<file path="src/rtl/gpio_input_irq.sv">
// gpio_input_irq: synchronizes raw GPIO pins, optionally debounces them,
// detects rising/falling level transitions and latches them as sticky
// per-pin pending flags that drive a maskable interrupt request.
//
// Build option: define GPIO_INPUT_IRQ_DEBOUNCE_EN to insert a per-pin
// debounce filter (DEBOUNCE_CYCLES consecutive differing samples are needed
// before o_level follows the pin). Without it, o_level is simply a third
// register stage behind the synchronizer and DEBOUNCE_CYCLES is ignored.
module gpio_input_irq #(
  parameter int WIDTH           = 8,
  parameter int DEBOUNCE_CYCLES = 4
) (
  input  logic             i_clk,
  input  logic             i_rst_n,
  input  logic [WIDTH-1:0] i_pins,
  input  logic [WIDTH-1:0] i_rise_en,
  input  logic [WIDTH-1:0] i_fall_en,
  input  logic [WIDTH-1:0] i_irq_mask,
  input  logic [WIDTH-1:0] i_ack,
  output logic [WIDTH-1:0] o_level,
  output logic [WIDTH-1:0] o_pending,
  output logic             o_irq
);

  // Reject out-of-range filter lengths at elaboration time.
  if (DEBOUNCE_CYCLES < 2 || DEBOUNCE_CYCLES > 255) begin : g_bad_cfg
    $error("gpio_input_irq: DEBOUNCE_CYCLES must be in 2..255");
  end

  logic [WIDTH-1:0] sync_meta;
  logic [WIDTH-1:0] sync_pins;
  logic [WIDTH-1:0] level_d;
  logic [WIDTH-1:0] rise_evt;
  logic [WIDTH-1:0] fall_evt;

  // Two-flop synchronizer bringing the asynchronous pins into the i_clk domain.
  always_ff @(posedge i_clk or negedge i_rst_n) begin
    if (!i_rst_n) begin
      sync_meta <= '0;
      sync_pins <= '0;
    end else begin
      sync_meta <= i_pins;
      sync_pins <= sync_meta;
    end
  end

`ifdef GPIO_INPUT_IRQ_DEBOUNCE_EN
  localparam int CNT_W = $clog2(DEBOUNCE_CYCLES);
  localparam logic [CNT_W-1:0] CNT_MAX = CNT_W'(DEBOUNCE_CYCLES - 1);

  logic [CNT_W-1:0] deb_cnt [WIDTH];

  // Debounce filter: a pin's level is accepted only after it has differed
  // from the stable level for DEBOUNCE_CYCLES consecutive samples; any
  // agreeing sample restarts the count, so the counter never wraps.
  always_ff @(posedge i_clk or negedge i_rst_n) begin
    if (!i_rst_n) begin
      o_level <= '0;
      for (int i = 0; i < WIDTH; i++) begin
        deb_cnt[i] <= '0;
      end
    end else begin
      for (int i = 0; i < WIDTH; i++) begin
        if (sync_pins[i] == o_level[i]) begin
          deb_cnt[i] <= '0;
        end else if (deb_cnt[i] == CNT_MAX) begin
          o_level[i] <= sync_pins[i];
          deb_cnt[i] <= '0;
        end else begin
          deb_cnt[i] <= deb_cnt[i] + CNT_W'(1);
        end
      end
    end
  end
`else
  // Without the filter the stable level is just one more register stage.
  always_ff @(posedge i_clk or negedge i_rst_n) begin
    if (!i_rst_n) begin
      o_level <= '0;
    end else begin
      o_level <= sync_pins;
    end
  end
`endif

  // Edge detection compares the stable level with its previous value; the
  // enables are applied at this point so they only affect current transitions.
  always_comb begin
    rise_evt = o_level & ~level_d & i_rise_en;
    fall_evt = ~o_level & level_d & i_fall_en;
  end

  // Sticky pending flags: write-1 acknowledge clears, but a new event in the
  // same cycle wins. level_d resets to 0 so a pin held high through reset
  // still yields one rise event once the filter accepts it.
  always_ff @(posedge i_clk or negedge i_rst_n) begin
    if (!i_rst_n) begin
      level_d   <= '0;
      o_pending <= '0;
    end else begin
      level_d   <= o_level;
      o_pending <= (o_pending & ~i_ack) | rise_evt | fall_evt;
    end
  end

  // Interrupt request is purely combinational so unmasking takes effect at once.
  always_comb begin
    o_irq = |(o_pending & i_irq_mask);
  end

endmodule

</file>
<file path="config.mk">
export PLATFORM = sky130hd
export DESIGN_NAME = gpio_input_irq
export DESIGN_NICKNAME = d
export VERILOG_FILES = /design/src/rtl/gpio_input_irq.sv
export SDC_FILE = /design/constraint.sdc
export NUM_CORES = 1
export LEC_CHECK = 0
export BUFFER_PORTS_ARGS = -buffer_cell sky130_fd_sc_hd__buf_2
export CAP_MARGIN = 20
export CORE_MARGIN = 1.5
export CORE_UTILIZATION = 42
export CTS_BUF_LIST = sky130_fd_sc_hd__clkbuf_4 sky130_fd_sc_hd__clkbuf_8
export CTS_CLUSTER_SIZE = 20
export DETAILED_ROUTE_END_ITERATION = 12
export PLACE_DENSITY = 0.76
export SLEW_MARGIN = 30
export SYNTH_ARGS = -nofsm -noshare
export SYNTH_HDL_FRONTEND = slang
export SYNTH_SLANG_ARGS = --single-unit
</file>
<file path="constraint.sdc">
create_clock -name i_clk -period 0.8 [get_ports i_clk]
set_clock_uncertainty 0.1 [all_clocks]
set_input_delay 0.12 -clock i_clk [delete_from_list [all_inputs] [get_ports i_clk]]
set_output_delay 0.12 -clock i_clk [all_outputs]
set_load 0.05 [all_outputs]
</file>
# ---- Word-level counts from Yosys, hierarchy flattened
# Index checks and enable logic that the tools add are counted.
dict set report totals {
  regBits 40
  latchBits 0
  ram_bits 0
  mem_bits_ro 0
  inputBits 42
  out_inout_bits 17
  elab_cells 17
  n_memories 0
}
dict set report op_classes {
  add_sub_neg 0
  mul 0
  n_div 0
  magnitude_cmp 0
  n_eq_ne 0
  shifts 0
  mux 0
  bitwise 11
  n_reduce_logical 1
}
# cell count
set ops {}
lappend ops {{$and A8 B8 Y8} 6}
lappend ops {{$not A8 Y8} 3}
lappend ops {{$or A8 B8 Y8} 2}
lappend ops {{$reduce_or A8 Y1} 1}

# ---- Logic depth before layout (Yosys ltp)
# Gate-level depths: netlist (run 1).
dict set report depth {
  depth_word 5
  depth_mapped 2
  depth_no_buf 2
}

# ---- Worst setup path after synthesis (run 1)
# No wires, ideal clock.
dict set report synth_path {
  kind {reg-to-output}
  start {reg o_pending[6]}
  end {out o_irq}
  arrival_ns 1.289
  t_required_ns 0.580
  setup_slack_ns -0.709
  path_stages_with_launch 3
  n_path_buf 0
  path_cell_list {dfrtp_1 > a22oi_1 > nand4_1}
}
dict set report synth_via {
  elab_chain_len 2
}
# item line
set synth_rtl {}
lappend synth_rtl {{start: declaration} 21} ;# output logic [WIDTH-1:0] o_pending,
lappend synth_rtl {{start signal: assignment} 102} ;# o_pending <= (o_pending & ~i_ack) | rise_evt | fall_evt;
lappend synth_rtl {{$and A8 B8 Y8} 108} ;# o_irq = |(o_pending & i_irq_mask);
lappend synth_rtl {{$reduce_or A8 Y1} 108}
lappend synth_rtl {{end: declaration} 22} ;# output logic o_irq
# No other way between the ends.

# ---- Worst setup path after layout (run 1)
dict set report layout_path {
  start {reg o_pending[0]}
  end {out o_irq}
}
# The elaborated chain is that of the path after synthesis.

==> qor_table.md, run 1 <==
| Stage | Result | Reported |
|---|---|---|
| timing | Final period util | 180% |
| timing | Final Critical Period | 1.44 ns |
| floorplanning | # IOs | 59 |
| job | Number of max-cap violations | 0 |
| grt | Number of antenna violations at the first check in global routing | 0 |
| timing | Headroom to the max-slew limit | 86.2% |
| timing | Highest clock frequency the design can meet | 695 MHz |
| logic synthesis | #FFs+latches synth | 40 |
| worst setup path | Setup crit end kind | output pin |
| worst hold path | Type of the tightest min-delay check | in -> reg |
| finish | Final Instance Area | 2260 um2 |
| floorplanning | Die Footprint | 3280 um2 |
| routing | Number of iterations in the first detailed-routing pass | 4 |
| routing | Routed wire per std cell | 14.1 um |
| logic synthesis | Sequential-to-total area share from yosys stat | 80.9% |
| logic synthesis | Area fraction in and, or, nand and nor cells after synthesis | 11.8% |
| worst setup path | Required time of the critical path | 0.58 ns |
| logic synthesis | Number of distinct standard cells referenced by the synthesized netlist | 7 |
| power and ir drop | Final Total Pwr | 4560 uW |
| logic synthesis | Average cell area after synthesis | 16.1 um2 |
| logic synthesis | Synth warn | 0 |
| finish | Net count, final | 225 |
| logic synthesis | Gate count of the mapped netlist | 77 |
| floorplanning | Standard cell core area | 2780 um2 |
| floorplanning | Starting density of the core | 44.5% |
| logic synthesis | Adder-cell area share of the yosys netlist | 0% |
| routing | Remaining routing DRC violations | 0 |
| logic synthesis | Portion of synthesized cell area occupied by the leading cell type | 80.9% |
| worst setup path | Worst R2R Path Depth | 4 |
| grt | Aggregate global routing overflow | 0 |
| finish | Post-Route Utilization | 81.2% |
| floorplanning | Placement row count | 19 |
| worst setup path | Launching element of the worst setup path | o_pending[0] |
| logic synthesis | Most area-hungry cell type in the Yosys netlist | sky130_fd_sc_hd__dfrtp_1 |
| timing | Setup-failing EPs final | 26 |
| logic synthesis | Synthesized area | 1240 um2 |
| grt | Tot GR Track Use | 19.7% |
| clock tree | TritonCTS Buffers | 5 |
| power and ir drop | Power per Cell Area | 2020 nW/um2 |
| worst hold path | Hold depth | 3 |
| placed design | Detailed placer's ending HPWL | 1640 um |
| worst setup path | Worst r2r src | o_pending[6] |
| floorplanning | Die width | 57.3 um |
| placed design | Minimum setup slack after placement | -0.338 ns |
| finish | Area delta synth->final | 82.6% |
| routing | Total vias in the final route | 1028 |
| clock tree | CTS clk-pin slew, worst paths | 0.11 ns |
| logic synthesis | Area share of xor/xnor cells in the synthesized design | 0% |
| routing | Post-route antenna net violation count | 0 |
| floorplanning | Die height | 57.3 um |
| worst setup path | Reg2Reg Capture Point | o_pending[6] |
| timing | Final count of hold timing violations | 7 |
| worst setup path | Nature of the critical path startpoint | flop |
| clock tree | Clock latency on the worst-skew pair | 0.32 ns |
| power and ir drop | Standby leakage power | 0.00106 uW |
| worst setup path | Setup slack, reg-to-reg | -0.25 ns |
| logic synthesis | Fraction of synthesized area in multiplexers | 0% |
| timing | Slack of the critical path | -0.640 ns |
| clock tree | Maximum count of clock buffers along a single path | 2 |
| worst setup path | Critical Path Fanout Max | 2 |
| clock tree | TritonCTS clock tree | yes |
| outcome | Outcome | complete, but fails checks |
| routing | Starting DRT DRC Count | 22 |
| grt | Maximum number of pins on one net before global-route repair | 41 |
| worst setup path | Worst EP arrival | 1.22 ns |
| grt | Via count of the first global-routing pass | 1050 |
| timing | WHS | -0.0449 ns |
| finish | Share of layout cells above drive strength 1 | 59.8% |
| finish | Number of antenna cells inserted | 0 |
| logic synthesis | Largest cells by area after synthesis | sky130_fd_sc_hd__dfrtp_1, sky130_fd_sc_hd__nand3b_1, sky130_fd_sc_hd__o211ai_1 |
| routing | Average vias per placed instance | 4.78 |
| timing | Unrepaired setup endpoints after global routing | yes |
| finish | Fillers | 148 |
| clock tree | CTS Hold Bufs | 18 |
| clock tree | Clock root buffer master | sky130_fd_sc_hd__clkbuf_4 |
| logic synthesis | Area fraction in compound gates after synthesis | 7.28% |
| power and ir drop | IR drop worst, VDD | 1850 uV |
| timing | Worst-margin pin slew | 0.207 ns |
| placed design | I/O Buffers | 58 |
| routing | Total routed wirelength | 3040 um |
| clock tree | Number of sinks on the clock net | 40 |
| worst setup path | Type of the worst setup path | reg -> out |
| logic synthesis | Dominant combinational cell family by area after synthesis | simple AND/OR/NAND/NOR gates |
| clock tree | H-tree levels | 2 |
| grt | First-pass GRT wire length | 4710 um |
| timing | Max-slew violations | 0 |
| worst setup path | CP Capture Point | o_irq |
| placed design | Cell area after placement | 1660 um2 |
| timing | Setup TNS | -8.82 ns |
| logic synthesis | Synthesized Nets | 119 |
| outcome | Failing checks | hold timing, setup timing |
| placed design | Gp weighted congestion | 0.681 |
[what timing repair did]
item                                    in CTS  in global routing
endpoints found under the setup margin      25                 25
resized for setup                           57                 15
hold endpoints to repair                    56                  7
setup buffers                                9                 14
pin swaps                                    2                  8
[layout make-up]
| class | instances | area [um2] | share of cell area (%) |
|---|---|---|---|
| flip-flops and latches | 40 | 1020 | 45.2 |
| repair buffers | 99 | 856 | 37.9 |
| multi-input cells | 37 | 264 | 11.7 |
| clock inverters | 2 | 35.0 | 1.55 |
| clock buffers | 6 | 45.0 | 1.99 |
| well taps | 31 | 38.8 | 1.72 |
[kinds of logic after synthesis]
group | Yosys count
AOI/OAI and AO/OA | 12
DFF | 40
and+or+nand+nor | 25
[routing by layer]
metal	vias to the layer above	wire length [um]	track usage [%]
met1	505	1160	23.1
met4	0	43	7.31
met2	38	1700	34.5
met3	5	139	5.44
met5	-	0	0
li1	480	-	-
[cell usage in the layout, fill, tap and decap left out]
master / n
sky130_fd_sc_hd__buf_2: 41
sky130_fd_sc_hd__nand4_1: 1
sky130_fd_sc_hd__buf_8: 7
sky130_fd_sc_hd__o211ai_1: 8
sky130_fd_sc_hd__bufinv_16: 1
sky130_fd_sc_hd__a22oi_2: 4
sky130_fd_sc_hd__buf_4: 4
sky130_fd_sc_hd__nand2b_4: 1
sky130_fd_sc_hd__dlygate4sd3_1: 18
sky130_fd_sc_hd__clkbuf_4: 6
sky130_fd_sc_hd__dfrtp_2: 16
sky130_fd_sc_hd__nand3b_1: 8
sky130_fd_sc_hd__clkinv_2: 1
sky130_fd_sc_hd__buf_12: 1
sky130_fd_sc_hd__buf_6: 28
sky130_fd_sc_hd__dfrtp_1: 24
sky130_fd_sc_hd__nand2b_1: 7
sky130_fd_sc_hd__nand2_1: 8
[power breakdown]
part           switching (uW)  internal, uW  leakage (uW)
Sequential               79.0          2160      0.000454
Combinational             501           540      0.000560
Clock                     591           689     0.0000456
[metrics by stage]
step                hold WS, ns  std cells
finish                  -0.0449        215
global route            -0.0585        215
CTS                     -0.0581        209
detailed placement      0.00542        174
global placement       -0.00481        174
floorplan                -0.276         77
[registers in the layout, indices dropped and copies added (netlist names)]
register,count
level_d,8
o_level,8
o_pending,8
sync_meta,8
sync_pins,8
[worst max-delay path: stages, from the launching register on]
cell,delay (ns)
sky130_fd_sc_hd__dfrtp_2,0.43
sky130_fd_sc_hd__a22oi_2,0.16
sky130_fd_sc_hd__nand4_1,0.13
sky130_fd_sc_hd__buf_6,0.17
[worst min path at each step]
| stage | startpoint | endpoint | slack, ns |
|---|---|---|---|
| 6_report | i_fall_en[0] | o_pending[0] | -0.04 |
| 5_1_grt | i_fall_en[0] | o_pending[0] | -0.06 |
| 4_1_cts | i_ack[0] | o_pending[0] | -0.06 |
| 3_5_place_dp | i_rst_n | sync_pins[2] | 0.005 |
| 3_3_place_gp | i_rst_n | sync_meta[1] | -0.005 |
| 2_1_floorplan | i_rst_n | level_d[0] | -0.28 |
[cells in the mapped netlist (all sizes together)]
cell and n:
o211ai 8, nand3b 8, a22oi 4, nand2b 8, nand4 1, dfrtp 40
nand2 8
(Power assumes the default switching activity.)
==> run 2: changes to the inputs <==
--- a/config.mk
+++ b/config.mk
@@ -13,6 +13,7 @@
 export CTS_CLUSTER_SIZE = 20
 export DETAILED_ROUTE_END_ITERATION = 12
 export PLACE_DENSITY = 0.76
+export SETUP_SLACK_MARGIN = 0.2
 export SLEW_MARGIN = 30
 export SYNTH_ARGS = -nofsm -noshare
 export SYNTH_HDL_FRONTEND = slang
==> qor_table.md, run 2 (synthesized netlist as in run 1, its figures left out) <==
| Stage | Result | Reported | vs previous |
|---|---|---|---|
| outcome | Outcome | complete, but fails checks |  |
| outcome | Failing checks | hold timing, setup timing |  |
| finish | Number of antenna cells inserted | 0 | unchanged |
| clock tree | CTS Hold Bufs | 1 | -17 |
| timing | Setup TNS | -9.97 ns | -1.15 ns |
| floorplanning | Placement row count | 19 | unchanged |
| placed design | Gp weighted congestion | 0.681 | unchanged |
| timing | Setup-failing EPs final | 32 | +23% |
| clock tree | Clock latency on the worst-skew pair | 0.34 ns | +0.02 ns |
| finish | Share of layout cells above drive strength 1 | 66.7% | +6.9 points |
| floorplanning | # IOs | 59 | unchanged |
| clock tree | TritonCTS clock tree | yes |  |
| floorplanning | Starting density of the core | 44.5% | unchanged |
| timing | Final period util | 181% | +1.1 points |
| timing | Slack of the critical path | -0.648 ns | -0.00855 ns |
| grt | Aggregate global routing overflow | 0 | unchanged |
| power and ir drop | IR drop worst, VDD | 1830 uV | -1.4% |
| finish | Most common library cell in the layout ignoring fill and taps | sky130_fd_sc_hd__buf_2 |  |
| floorplanning | Die width | 57.3 um | unchanged |
| floorplanning | Die height | 57.3 um | unchanged |
| timing | Unrepaired setup endpoints after global routing | yes |  |
| timing | Highest clock frequency the design can meet | 690 MHz | -0.59% |
| finish | Commonest non-fill, non-tap cells in the layout | sky130_fd_sc_hd__buf_2, sky130_fd_sc_hd__buf_6, sky130_fd_sc_hd__dfrtp_1 |  |
| routing | Starting DRT DRC Count | 21 | -4.5% |
| worst setup path | Setup crit end kind | output pin |  |
| routing | Total vias in the final route | 991 | -3.6% |
| routing | Number of iterations in the first detailed-routing pass | 3 | -1 |
| worst setup path | Required time of the critical path | 0.58 ns | about the same |
| power and ir drop | Final Total Pwr | 4570 uW | +0.29% |
| grt | Number of antenna violations at the first check in global routing | 0 | unchanged |
| routing | Average vias per placed instance | 4.83 | +1.1% |
| routing | Total routed wirelength | 3100 um | +1.9% |
| worst setup path | Type of the worst setup path | reg -> out |  |
| grt | First-pass GRT wire length | 4110 um | -13% |
| power and ir drop | Standby leakage power | 0.00103 uW | -2.6% |
| grt | Via count of the first global-routing pass | 938 | -11% |
| placed design | I/O Buffers | 58 | unchanged |
| floorplanning | Die Footprint | 3280 um2 | unchanged |
| worst setup path | Worst EP arrival | 1.23 ns | about the same |
| timing | Max-slew violations | 0 | unchanged |
| worst setup path | Launching element of the worst setup path | o_pending[6] |  |
| timing | Final count of hold timing violations | 16 | +9 |
| worst hold path | Hold Crit Start | i_pins[3] |  |
| clock tree | H-tree levels | 2 | unchanged |
| grt | Maximum number of pins on one net before global-route repair | 41 | unchanged |
| placed design | Detailed placer's ending HPWL | 1640 um | unchanged |
| timing | Final Critical Period | 1.45 ns | +0.00855 ns |
| finish | Fillers | 168 | +14% |
| timing | WHS | -0.215 ns | -0.171 ns |
| clock tree | Maximum count of clock buffers along a single path | 2 | unchanged |
| clock tree | CTS clk-pin slew, worst paths | 0.12 ns | about the same |
| finish | Area delta synth->final | 75.7% |  |
| clock tree | TritonCTS Buffers | 5 | unchanged |
| routing | Post-route antenna net violation count | 0 | unchanged |
| clock tree | Clock root buffer master | sky130_fd_sc_hd__clkbuf_4 |  |
| grt | Tot GR Track Use | 16.9% | -2.8 points |
| floorplanning | Standard cell core area | 2780 um2 | unchanged |
| clock tree | Number of sinks on the clock net | 40 | unchanged |
| job | Number of max-cap violations | 0 | unchanged |
| power and ir drop | Power per Cell Area | 2100 nW/um2 | +4.2% |
| routing | Routed wire per std cell | 15.1 um | +6.9% |
| timing | Headroom to the max-slew limit | 87.7% | +1.6 points |
| worst setup path | Worst r2r src | o_level[3] |  |
| timing | Worst-margin pin slew | 0.183 ns | -0.0242 ns |
| worst hold path | Type of the tightest min-delay check | in -> reg |  |
| finish | Net count, final | 215 | -4.4% |
| placed design | Minimum setup slack after placement | -0.338 ns | unchanged |
| routing | Remaining routing DRC violations | 0 | unchanged |
| worst setup path | Nature of the critical path startpoint | flop |  |
| worst setup path | Critical Path Fanout Max | 2 | unchanged |
==> run 2: changes by cell type in the layout (fill, tap and decap cells not counted), sizes merged <==
cell         delta
dlygate4sd3    -17
clkbuf          +1
buf             +6
==> run 2: critical path: stages (launching register included) <==
cell and delay, ns:
sky130_fd_sc_hd__dfrtp_2 0.43, sky130_fd_sc_hd__a22oi_2 0.16, sky130_fd_sc_hd__nand4_1 0.13, sky130_fd_sc_hd__buf_6 0.17
==> run 2: repair_timing <==
| item | CTS | global route |
|---|---|---|
| endpoints found under the hold margin | 56 | 16 |
| pin swaps | 2 | 7 |
| buffers inserted | 9 | 12 |
| cloned | 0 | 1 |
| endpoints found under the setup margin | 33 | 42 |
| resized for setup | 58 | 11 |
==> run 2: final timing paths <==
path                                 to  slack [ns]  depth (start not counted)
hold reg to reg              o_level[2]        0.26                          0
setup reg to reg           o_pending[3]       -0.30                          4
hold / removal             sync_meta[3]       -0.22                          1
setup / recovery                  o_irq       -0.65                          3
max in group asynchronous  sync_pins[1]        0.25                          3
min in group asynchronous    o_level[7]        0.18                          3
==> run 2: layout make-up <==
cell class	instances	area, um2	area share [%]
Timing Repair Buffer	89	778	35.8
Clock buffer	6	45.0	2.07
Clock inverter	2	35.0	1.61
Sequential cell	40	1020	47.0
Tap cell	31	38.8	1.78
Multi-Input combinational cell	37	256	11.8
==> run 2: per-layer routing <==
layer  GRT usage (%)  routed length, um  up-vias
li1                -                  -      459
met1            20.6               1160      485
met2            28.9               1720       39
met3            3.85                164        8
met4            7.31                 60        0
met5               0                  0        -
==> run 2: metrics by stage <==
step           utilization, %  area, um2  std cells  hold slack [ns]
2_1_floorplan               -       1260         77           -0.276
3_3_place_gp             59.6       1660        174         -0.00481
3_5_place_dp             59.6       1660        174          0.00542
4_1_cts                  72.6       2020        192           -0.235
5_1_grt                  78.2       2170        205           -0.243
6_report                 78.2       2170        205           -0.215
==> run 2: power breakdown <==
| part | switching, uW | total, uW | internal, uW |
|---|---|---|---|
| Sequential | 79.1 | 2240 | 2160 |
| Clock | 636 | 1330 | 690 |
| Combinational | 495 | 1010 | 514 |
| Total | 1210 | 4570 | 3360 |
==> run 3: changes to the inputs <==
--- a/config.mk
+++ b/config.mk
@@ -13,8 +13,10 @@
 export CTS_CLUSTER_SIZE = 20
 export DETAILED_ROUTE_END_ITERATION = 12
 export PLACE_DENSITY = 0.76
+export RECOVER_POWER = 25
 export SETUP_SLACK_MARGIN = 0.2
 export SLEW_MARGIN = 30
 export SYNTH_ARGS = -nofsm -noshare
 export SYNTH_HDL_FRONTEND = slang
 export SYNTH_SLANG_ARGS = --single-unit
+export TNS_END_PERCENT = 5
==> qor_table.md, run 3 (synthesized netlist as in run 1, its figures left out) <==
| Stage | Result | Reported | vs previous |
|---|---|---|---|
| routing | Post-route antenna net violation count | 0 | unchanged |
| routing | Routed wire per std cell | 13.1 um | -14% |
| floorplanning | Starting density of the core | 44.5% | unchanged |
| grt | First-pass GRT wire length | 3930 um | -4.4% |
| worst setup path | Required time of the critical path | 0.58 ns | about the same |
| timing | Slack of the critical path | -0.639 ns | +0.00973 ns |
| routing | Total vias in the final route | 896 | -9.6% |
| worst hold path | Type of the tightest min-delay check | in -> reg |  |
| grt | Maximum number of pins on one net before global-route repair | 41 | unchanged |
| routing | Starting DRT DRC Count | 11 | -48% |
| grt | Tot GR Track Use | 16.3% | -0.64 points |
| timing | Highest clock frequency the design can meet | 695 MHz | +0.68% |
| timing | Headroom to the max-slew limit | 77.5% | -10 points |
| outcome | Outcome | complete, but fails checks |  |
| timing | Setup-failing EPs final | 25 | -22% |
| timing | Final Critical Period | 1.44 ns | -0.00973 ns |
| clock tree | TritonCTS clock tree | yes |  |
| power and ir drop | Power per Cell Area | 2220 nW/um2 | +5.8% |
| floorplanning | Die width | 57.3 um | unchanged |
| worst setup path | Setup crit end kind | output pin |  |
| floorplanning | # IOs | 59 | unchanged |
| floorplanning | Placement row count | 19 | unchanged |
| clock tree | TritonCTS Buffers | 5 | unchanged |
| floorplanning | Die Footprint | 3280 um2 | unchanged |
| timing | WHS | -0.215 ns | +0.000952 ns |
| placed design | I/O Buffers | 58 | unchanged |
| finish | Post-Route Utilization | 70.3% | -7.9 points |
| timing | Worst-margin pin slew | 0.337 ns | +0.154 ns |
| clock tree | Clock root buffer master | sky130_fd_sc_hd__clkbuf_4 |  |
| outcome | Failing checks | hold timing, setup timing |  |
| placed design | Gp weighted congestion | 0.673 | -1.2% |
| timing | Max-slew violations | 0 | unchanged |
| worst setup path | Nature of the critical path startpoint | flop |  |
| finish | Area delta synth->final | 57.9% |  |
| floorplanning | Die height | 57.3 um | unchanged |
| job | Number of max-cap violations | 0 | unchanged |
| timing | Final period util | 180% | -1.2 points |
| timing | Final count of hold timing violations | 13 | -3 |
| placed design | Cell area after placement | 1650 um2 | -0.60% |
| grt | Number of antenna violations at the first check in global routing | 0 | unchanged |
| routing | Remaining routing DRC violations | 0 | unchanged |
| grt | Via count of the first global-routing pass | 934 | -0.43% |
| worst setup path | Cells along the critical path | a22oi_2 > nand4_1 > buf_6 |  |
| floorplanning | Standard cell core area | 2780 um2 | unchanged |
| worst setup path | Worst EP arrival | 1.22 ns | about the same |
| finish | Share of layout cells above drive strength 1 | 58.2% | -8.4 points |
| power and ir drop | IR drop worst, VDD | 2080 uV | +14% |
| clock tree | Clock latency on the worst-skew pair | 0.33 ns | about the same |
| finish | Final Instance Area | 1950 um2 | -10% |
| grt | Aggregate global routing overflow | 0 | unchanged |
| worst setup path | Peak per-stage delay on the critical path | 0.43 ns | about the same |
| finish | Commonest non-fill, non-tap cells in the layout | sky130_fd_sc_hd__buf_2, sky130_fd_sc_hd__dfrtp_1, sky130_fd_sc_hd__buf_6 |  |
| finish | Number of antenna cells inserted | 0 | unchanged |
| clock tree | CTS clk-pin slew, worst paths | 0.11 ns | about the same |
| routing | Average vias per placed instance | 4.74 | -1.9% |
| routing | Number of iterations in the first detailed-routing pass | 4 | +1 |
| worst setup path | CP max stage cell | sky130_fd_sc_hd__dfrtp_2 |  |
| finish | Net count, final | 199 | -7.4% |
| worst setup path | Critical Path Fanout Max | 2 | unchanged |
| timing | Unrepaired setup endpoints after global routing | yes |  |
| finish | Most common library cell in the layout ignoring fill and taps | sky130_fd_sc_hd__buf_2 |  |
| worst setup path | Type of the worst setup path | reg -> out |  |
| finish | Fillers | 196 | +17% |
| placed design | Detailed placer's ending HPWL | 1760 um | +7.3% |
| power and ir drop | Standby leakage power | 0.000931 uW | -9.7% |
| timing | Setup TNS | -8.48 ns | +1.50 ns |
| clock tree | H-tree levels | 2 | unchanged |
| routing | Total routed wirelength | 2470 um | -20% |
| clock tree | Maximum count of clock buffers along a single path | 2 | unchanged |
| clock tree | Number of sinks on the clock net | 40 | unchanged |
==> run 3: cell types whose count changed in the layout (fill, tap and decap cells not counted), sizes merged <==
cell and change:
dlygate4sd3 +3, buf -18, clkinvlp +1, clkbuf -2
==> run 3: critical path: cells and delay by family (launching register included) <==
family / cells / cell delay (ns)
flip-flops: 1 / 0.43
buffers and inverters: 1 / 0.17
AND/OR/NAND/NOR: 1 / 0.12
AO/OA/AOI/OAI: 1 / 0.17
==> run 3: timing repair <==
| action | in CTS | in global routing |
|---|---|---|
| buffers inserted | 0 | 3 |
| hold buffers | 2 | 2 |
| setup endpoints to repair | 33 | 36 |
| pin swaps | 2 | 2 |
| hold endpoints to repair | 56 | 15 |
| gates resized for setup | 41 | 6 |
==> run 3: path summary, 6_finish.rpt <==
| check | endpoint | cells after the start | from | slack (ns) |
|---|---|---|---|---|
| setup / recovery | o_irq | 3 | o_pending[6] | -0.64 |
| hold / removal | sync_meta[7] | 1 | i_pins[7] | -0.21 |
| setup reg to reg | o_pending[7] | 4 | o_pending[7] | -0.26 |
| hold reg to reg | o_level[0] | 0 | sync_pins[0] | 0.26 |
| max in group asynchronous | o_pending[3] | 3 | i_rst_n | 0.13 |
| min in group asynchronous | sync_pins[5] | 3 | i_rst_n | 0.19 |
==> run 3: metal layers <==
layer / vias to the layer above / global-route usage (%) / share of wire (%) / wire length [um]
met3: 2 / 4.99 / 7.2 / 177
li1: 431 / - / - / -
met5: - / 0 / 0 / 0
met2: 35 / 27.1 / 54 / 1340
met4: 0 / 8.97 / 0.61 / 15
met1: 428 / 18.8 / 38 / 930
==> run 3: layout make-up <==
type                    count  area [um2]  share of cell area [%]
repair buffers             73         546                    27.9
clock inverters             3        42.5                    2.18
flip-flops and latches     40        1010                    51.7
well taps                  31        38.8                    1.98
clock buffers               5        37.5                    1.92
multi-input cells          37         279                    14.3
==> run 3: power breakdown <==
part	switching (uW)	internal [uW]	leakage, uW	total [uW]
Clock	619	651	0.0000412	1270
Sequential	82.2	2150	0.000462	2240
Combinational	447	392	0.000428	838
Total	1150	3200	0.000931	4350
==> run 3: per-stage QoR <==
stage	setup slack [ns]	power, uW	std cells
4_1_cts	-0.680	4360	184
2_1_floorplan	-0.617	2600	77
5_1_grt	-0.691	4540	189
6_report	-0.639	4350	189
3_3_place_gp	-0.329	2900	174
3_5_place_dp	-0.349	2910	174
